--- src/rtl/riscv_pkg.sv ---
// Shared RV32I decode definitions: opcodes, immediate formats, ALU codes and the ID/EX record.
package riscv_pkg;

    localparam int XLEN      = 32;
    localparam int REG_COUNT = 32;

    localparam logic [6:0] OP_LOAD   = 7'b0000011;
    localparam logic [6:0] OP_STORE  = 7'b0100011;
    localparam logic [6:0] OP_RTYPE  = 7'b0110011;
    localparam logic [6:0] OP_ITYPE  = 7'b0010011;
    localparam logic [6:0] OP_BRANCH = 7'b1100011;
    localparam logic [6:0] OP_JAL    = 7'b1101111;

    localparam logic [1:0] RES_ALU = 2'b00;
    localparam logic [1:0] RES_MEM = 2'b01;
    localparam logic [1:0] RES_PC4 = 2'b10;

    typedef enum logic [1:0] {
        IMM_I = 2'b00,
        IMM_S = 2'b01,
        IMM_B = 2'b10,
        IMM_J = 2'b11
    } imm_src_e;

    typedef enum logic [1:0] {
        ALUOP_ADD   = 2'b00,
        ALUOP_SUB   = 2'b01,
        ALUOP_FUNCT = 2'b10
    } alu_op_e;

    typedef enum logic [2:0] {
        ALU_ADD = 3'b000,
        ALU_SUB = 3'b001,
        ALU_AND = 3'b010,
        ALU_OR  = 3'b011,
        ALU_SLT = 3'b101
    } alu_ctrl_e;

    typedef struct packed {
        logic            reg_write;
        logic            mem_write;
        logic            alu_src;
        logic            branch;
        logic            jump;
        logic [1:0]      result_src;
        alu_ctrl_e       alu_ctrl;
        logic [XLEN-1:0] rd1;
        logic [XLEN-1:0] rd2;
        logic [XLEN-1:0] imm;
        logic [XLEN-1:0] pc;
        logic [XLEN-1:0] pc_plus4;
        logic [4:0]      rs1;
        logic [4:0]      rs2;
        logic [4:0]      rd;
    } idex_t;

    // Opcodes without an immediate leave the selector at IMM_I, so they extend instr[31:20].
    function automatic logic [XLEN-1:0] imm_extend(input logic [31:0] instr, input imm_src_e src);
        logic [XLEN-1:0] imm;
        case (src)
            IMM_S:   imm = {{20{instr[31]}}, instr[31:25], instr[11:7]};
            IMM_B:   imm = {{20{instr[31]}}, instr[7], instr[30:25], instr[11:8], 1'b0};
            IMM_J:   imm = {{12{instr[31]}}, instr[19:12], instr[20], instr[30:21], 1'b0};
            default: imm = {{20{instr[31]}}, instr[31:20]};
        endcase
        return imm;
    endfunction

endpackage

--- src/rtl/register_file.sv ---
// 32x32 register file: synchronous write, asynchronous read, x0 reads as zero.
// Optional same-cycle write-to-read forwarding under REGFILE_BYPASS_EN.
module register_file #(
    parameter int XLEN      = 32,
    parameter int REG_COUNT = 32,
    parameter int AW        = $clog2(REG_COUNT)
) (
    input  logic            clk,
    input  logic            rst,
    input  logic [AW-1:0]   a1,
    input  logic [AW-1:0]   a2,
    input  logic            we3,
    input  logic [AW-1:0]   a3,
    input  logic [XLEN-1:0] wd3,
    output logic [XLEN-1:0] rd1,
    output logic [XLEN-1:0] rd2
);

    logic [XLEN-1:0] regs_q [REG_COUNT];

    always_ff @(posedge clk) begin
        if (rst) begin
            for (int i = 0; i < REG_COUNT; i++) begin
                regs_q[i] <= '0;
            end
        end else if (we3 && (a3 != '0)) begin
            regs_q[a3] <= wd3;
        end
    end

    always_comb begin
        rd1 = regs_q[a1];
`ifdef REGFILE_BYPASS_EN
        if (we3 && (a3 == a1)) rd1 = wd3;
`endif
        if (a1 == '0) rd1 = '0;
    end

    always_comb begin
        rd2 = regs_q[a2];
`ifdef REGFILE_BYPASS_EN
        if (we3 && (a3 == a2)) rd2 = wd3;
`endif
        if (a2 == '0) rd2 = '0;
    end

endmodule

--- src/rtl/decode_cycle.sv ---
// RV32I decode stage: register file, control/ALU decode, immediate extension and ID/EX register.
// REGFILE_BYPASS_EN enables same-cycle writeback forwarding inside the register file.
module decode_cycle
    import riscv_pkg::*;
(
    input  logic             clk,
    input  logic             rst,
    input  logic [31:0]      InstrD,
    input  logic [XLEN-1:0]  PCD,
    input  logic [XLEN-1:0]  PCPlus4D,
    input  logic             RegWriteW,
    input  logic [4:0]       RDW,
    input  logic [XLEN-1:0]  ResultW,
    input  logic             FlushE,
    output logic [4:0]       Rs1D,
    output logic [4:0]       Rs2D,
    output logic             RegWriteE,
    output logic             MemWriteE,
    output logic             ALUSrcE,
    output logic             BranchE,
    output logic             JumpE,
    output logic [1:0]       ResultSrcE,
    output logic [2:0]       ALUControlE,
    output logic [XLEN-1:0]  RD1_E,
    output logic [XLEN-1:0]  RD2_E,
    output logic [XLEN-1:0]  Imm_Ext_E,
    output logic [XLEN-1:0]  PCE,
    output logic [XLEN-1:0]  PCPlus4E,
    output logic [4:0]       RS1_E,
    output logic [4:0]       RS2_E,
    output logic [4:0]       RD_E
);

    logic [6:0]      op;
    logic [2:0]      funct3;
    logic            reg_write, mem_write, alu_src, branch, jump;
    logic [1:0]      result_src;
    imm_src_e        imm_src;
    alu_op_e         alu_op;
    alu_ctrl_e       alu_ctrl;
    logic [XLEN-1:0] rd1, rd2;
    idex_t           idex_d, idex_q;

    assign op     = InstrD[6:0];
    assign funct3 = InstrD[14:12];
    assign Rs1D   = InstrD[19:15];
    assign Rs2D   = InstrD[24:20];

    register_file #(.XLEN(XLEN), .REG_COUNT(REG_COUNT)) u_rf (
        .clk (clk),
        .rst (rst),
        .a1  (Rs1D),
        .a2  (Rs2D),
        .we3 (RegWriteW),
        .a3  (RDW),
        .wd3 (ResultW),
        .rd1 (rd1),
        .rd2 (rd2)
    );

    // Unknown opcodes, including the all-zero bubble, fall through as a no-op.
    always_comb begin
        reg_write  = 1'b0;
        mem_write  = 1'b0;
        alu_src    = 1'b0;
        branch     = 1'b0;
        jump       = 1'b0;
        result_src = RES_ALU;
        imm_src    = IMM_I;
        alu_op     = ALUOP_ADD;
        case (op)
            OP_LOAD: begin
                reg_write  = 1'b1;
                alu_src    = 1'b1;
                result_src = RES_MEM;
            end
            OP_STORE: begin
                mem_write = 1'b1;
                alu_src   = 1'b1;
                imm_src   = IMM_S;
            end
            OP_RTYPE: begin
                reg_write = 1'b1;
                alu_op    = ALUOP_FUNCT;
            end
            OP_ITYPE: begin
                reg_write = 1'b1;
                alu_src   = 1'b1;
                alu_op    = ALUOP_FUNCT;
            end
            OP_BRANCH: begin
                branch  = 1'b1;
                imm_src = IMM_B;
                alu_op  = ALUOP_SUB;
            end
            OP_JAL: begin
                reg_write  = 1'b1;
                jump       = 1'b1;
                result_src = RES_PC4;
                imm_src    = IMM_J;
            end
            default: ;
        endcase
    end

    // Subtract only for R-type with funct7[5]; addi must never become a subtract.
    always_comb begin
        alu_ctrl = ALU_ADD;
        case (alu_op)
            ALUOP_ADD: alu_ctrl = ALU_ADD;
            ALUOP_SUB: alu_ctrl = ALU_SUB;
            default: begin
                case (funct3)
                    3'b000:  alu_ctrl = (op[5] && InstrD[30]) ? ALU_SUB : ALU_ADD;
                    3'b010:  alu_ctrl = ALU_SLT;
                    3'b110:  alu_ctrl = ALU_OR;
                    3'b111:  alu_ctrl = ALU_AND;
                    default: alu_ctrl = ALU_ADD;
                endcase
            end
        endcase
    end

    always_comb begin
        idex_d            = '0;
        idex_d.reg_write  = reg_write;
        idex_d.mem_write  = mem_write;
        idex_d.alu_src    = alu_src;
        idex_d.branch     = branch;
        idex_d.jump       = jump;
        idex_d.result_src = result_src;
        idex_d.alu_ctrl   = alu_ctrl;
        idex_d.rd1        = rd1;
        idex_d.rd2        = rd2;
        idex_d.imm        = imm_extend(InstrD, imm_src);
        idex_d.pc         = PCD;
        idex_d.pc_plus4   = PCPlus4D;
        idex_d.rs1        = Rs1D;
        idex_d.rs2        = Rs2D;
        idex_d.rd         = InstrD[11:7];
    end

    always_ff @(posedge clk) begin
        if (rst || FlushE) begin
            idex_q <= '0;
        end else begin
            idex_q <= idex_d;
        end
    end

    assign RegWriteE   = idex_q.reg_write;
    assign MemWriteE   = idex_q.mem_write;
    assign ALUSrcE     = idex_q.alu_src;
    assign BranchE     = idex_q.branch;
    assign JumpE       = idex_q.jump;
    assign ResultSrcE  = idex_q.result_src;
    assign ALUControlE = idex_q.alu_ctrl;
    assign RD1_E       = idex_q.rd1;
    assign RD2_E       = idex_q.rd2;
    assign Imm_Ext_E   = idex_q.imm;
    assign PCE         = idex_q.pc;
    assign PCPlus4E    = idex_q.pc_plus4;
    assign RS1_E       = idex_q.rs1;
    assign RS2_E       = idex_q.rs2;
    assign RD_E        = idex_q.rd;

endmodule

--- config.mk ---
export PLATFORM = sky130hd
export DESIGN_NAME = decode_cycle
export DESIGN_NICKNAME = d
export VERILOG_FILES = /design/src/rtl/riscv_pkg.sv /design/src/rtl/register_file.sv /design/src/rtl/decode_cycle.sv
export SDC_FILE = /design/constraint.sdc
export NUM_CORES = 2
export LEC_CHECK = 0
export BUFFER_PORTS_ARGS = -buffer_cell sky130_fd_sc_hd__buf_4
export CORE_MARGIN = 10
export CORE_UTILIZATION = 56
export DETAILED_ROUTE_END_ITERATION = 16
export PLACE_DENSITY = 0.77
export SLEW_MARGIN = 20
export SYNTH_ARGS = -nofsm -noshare
export SYNTH_HDL_FRONTEND = slang
export SYNTH_SLANG_ARGS = --single-unit
--- constraint.sdc ---
create_clock -name clk -period 1.7 [get_ports clk]
set_input_delay 0.085 -clock clk [delete_from_list [all_inputs] [get_ports clk]]
set_output_delay 0.085 -clock clk [all_outputs]
set_load 0.05 [all_outputs]
==> results.py <==
metrics = {
    "run_status": {
        "outcome": "complete, no violations",
    },
    "synthesis": {
        "ys_seq_area_share_pct": 57.4,
        "synthesis.area_um2": 59600,
        "synth_commonest_cells": "and2_1 (1077), edfxtp_1 (1024), mux2i_1 (406)",
        "synth.area.top_cells": "edfxtp_1 (52%), mux4_2 (15%), and2_1 (11%)",
        "yosysTopAreaCell": "edfxtp_1",
        "postSynthAreaPerCell_um2": 14.7,
        "synth_edf_count": 1024,
        "synth_flop_cell": "edfxtp_1",
        "yosysTopAreaCellShare_pct": 51.6,
        "ys_ff_latch": 1197,
        "yosysMostFrequentCell": "and2_1",
        "ys_types": 54,
        "async_flop_share_pct": 0,
        "ys_warn_count": 0,
        "syn_inst": 4065,
    },
    "final_layout": {
        "fin_nets": 4843,
        "ff_latch_area_um2": 34200,
        "multi_input_area_um2": 23800,
        "drive_gt1_share_pct": 30.5,
        "area_growth_syn_to_layout_pct": 23.3,
        "nFillCells": 6692,
        "fin_cells": 6212,
    },
    "grt": {
        "grt-ovfl-total": 0,
        "grt_pass1_wl_um": 298000,
        "grt_pass1_vias": 42115,
        "use_met3_pct": 10.9,
        "antenna_found_initial": 25,
        "use_met2_pct": 52.1,
        "grt_usage_pct": 34.4,
        "top_usage_layer": "met2",
        "grtUsageMet1_pct": 43.7,
        "grt_max_degree": 53,
    },
    "hold_path": {
        "hold_depth": 5,
        "hold_start": "rst",
        "hold_path.class": "primary input to flop",
        "hold_end": "RS1_E[3]$_SDFF_PP0_",
    },
    "placed_design": {
        "portBuffers": 331,
        "dpl.cell_count": 5828,
        "gp_congestion": 0.952,
        "dp_slack_ns": -0.312,
        "hpwl_um": 140000,
    },
    "setup_path": {
        "reg2reg_depth": 3,
        "crit_path_end_kind": "flop",
        "crit_chain": "mux4_2 -> mux2i_1 -> o221ai_1",
        "worst_r2r_endpoint": "RD2_E[1]$_SDFF_PP0_",
        "r2r_slack_ns": 0.02,
        "slowest_delay_ns": 0.50,
        "crit_path_start_kind": "flop",
        "critical_path_class": "flop to flop",
        "worstPathMaxFanout": 2,
        "worstPathRequired_ns": 2.30,
        "slowest_stage": "mux4_2",
        "arrival_ns": 2.28,
        "reg2reg_from": "u_rf.regs_q[30][1]$_SDFFCE_PN0P_",
    },
    "die": {
        "core_um2": 105000,
        "start_util_pct": 56.5,
        "dieWidth_um": 346,
        "die_area_um2": 120000,
        "die_h_um": 346,
        "std_cell_rows": 119,
        "io_pins": 332,
    },
    "timing": {
        "clock_skew_ns": 0.0439,
        "fin_crit_sh_pct": 98.8,
        "slew_viol_final": 0,
        "period_minus_slack_ns": 1.68,
        "setup_violations": 0,
        "max_slew_margin_pct": 47.8,
        "fin_ws_ns": 0.0198,
        "hold_viol_final": 0,
        "fmax_mhz": 595,
        "rsz0062_at_grt": "yes",
        "worst_pin_slew_ns": 0.782,
    },
    "cts": {
        "clk_path_buf_depth": 3,
        "htreeDepth": 4,
        "path_clk_slew_ns": 0.06,
        "cts_tree": "built",
        "cts_inserted_buffers": 130,
        "clk_latency_ns": 0.77,
        "clock_sinks": 1197,
        "clockRootBuffer": "clkbuf_16",
    },
    "power_and_ir_drop": {
        "vdd_drop_max_v": 0.000997,
        "p_leak_nw": 28.0,
        "powerDensity_nw_per_um2": 983,
    },
    "routing": {
        "drc_errors": 0,
        "drtAntennaViolNets": 0,
        "viasPerCell": 6.72,
        "drt_iter0_markers": 6394,
        "vias": 41743,
        "wl_per_cell_um": 33.8,
        "drt_pass1_iterations": 6,
        "routed_wl_um": 210000,
    },
    "flow_run": {
        "cap_violations": 0,
    },
}
[through the flow]
stage                     hold slack, ns  util (%)  setup TNS, ns  power, mW  instance area [um^2]
after floorplan                    0.162         -              0       39.9                 59700
after global placement             0.287      64.3         -45.50       43.9                 67800
after detailed placement           0.287      64.3         -62.41       44.1                 67800
after CTS                         0.0186      69.6              0       72.0                 73300
after global routing              0.0488      69.6        -0.0245       73.8                 73400
final                             0.0699      69.7              0       72.2                 73400
[logic make-up (layout without fill, tap and decap cells)]
kind of cell    Yosys count  in the layout  share of synthesized area [%]
buf+inv                 432           1148                           3.47
compound gates          257            257                           3.40
simple gates           1365           1365                           13.7
mux                     813            813                           22.0
other cells               1             41                        0.00630
flops                  1197           1197                           57.4
[critical path: cells and delay by family (launching register included)]
kind            cells  cell delay, ns
mux                 2            0.92
flops               1            0.41
compound gates      1            0.18
[cell type report]
type | instances | area share (%)
Clock buffer | 183 | 5.03
Inverter | 4 | 0.0204
Multi-Input combinational cell | 2467 | 32.4
Tap cell | 1391 | 2.37
Timing Repair Buffer | 906 | 12.9
Antenna cell | 9 | 0.0307
Sequential cell | 1197 | 46.6
Clock inverter | 55 | 0.688
[flip-flops by register name, indices dropped and copies added, names as in the netlist]
signal,flops
MemWriteE,1
PCPlus4E,32
RegWriteE,1
RD1_E,32
ALUControlE,3
u_rf.regs_q,1024
Imm_Ext_E,21
RS1_E,5
PCE,32
BranchE,1
ResultSrcE,2
RS2_E,5
RD_E,5
ALUSrcE,1
RD2_E,32
[cell usage in the layout, fill, tap and decap left out, types with 9 or more instances in the layout]
cell              n
o22a_1           30
clkinv_1         12
o221ai_1         29
a22o_1           16
nand3_1          17
nand4_1          19
inv_6             9
nand2_1         103
conb_1           32
and2_1         1077
mux4_2          394
nor2_1           10
buf_12          182
a31oi_1          27
mux2_2           13
a22oi_1          58
o211ai_1         16
clkbuf_8         12
edfxtp_1       1024
buf_4           582
mux2i_1         406
dlygate4sd3_1   136
diode_2           9
clkbuf_1         35
a221oi_1         15
clkbuf_16       136
or2_2            26
and3_1           16
nor2_4           34
dfxtp_1         168
nand2b_1         21
a21oi_1          21
clkinv_2         19
[metal layers]
| metal | part of all wire (%) | vias to the layer above |
|---|---|---|
| met5 | 0.051 | - |
| met4 | 6.6 | 14 |
| met3 | 15 | 788 |
| met2 | 44 | 3827 |
| met1 | 34 | 20571 |
| li1 | - | 16543 |
[report_power, final]
| part | internal [mW] | total (mW) | switching, mW |
|---|---|---|---|
| Combinational | 4.33 | 9.60 | 5.27 |
| Clock | 16.2 | 28.1 | 11.9 |
| Sequential | 33.5 | 34.5 | 1.01 |
[how the worst max path moves through the flow]
stage / startpoint / to
after detailed placement: InstrD[15] / RD1_E[7]$_SDFF_PP0_
final: u_rf.regs_q[30][1]$_SDFFCE_PN0P_ / RD2_E[1]$_SDFF_PP0_
after global placement: InstrD[15] / RD1_E[7]$_SDFF_PP0_
after floorplan: rst / u_rf.regs_q[20][0]$_SDFFCE_PN0P_
after global routing: u_rf.regs_q[13][16]$_SDFFCE_PN0P_ / RD1_E[16]$_SDFF_PP0_
after CTS: FlushE / ALUControlE[2]$_SDFF_PP0_
[repair_timing]
| item | CTS | global route |
|---|---|---|
| endpoints found under the setup margin | 14 | 9 |
| setup buffers | 0 | 1 |
| pin swaps | 0 | 3 |
| gates resized for setup | 3 | 11 |
| hold endpoints to repair | 1116 | 0 |
| hold buffers | 136 | 0 |
(Power assumes the default switching activity.)
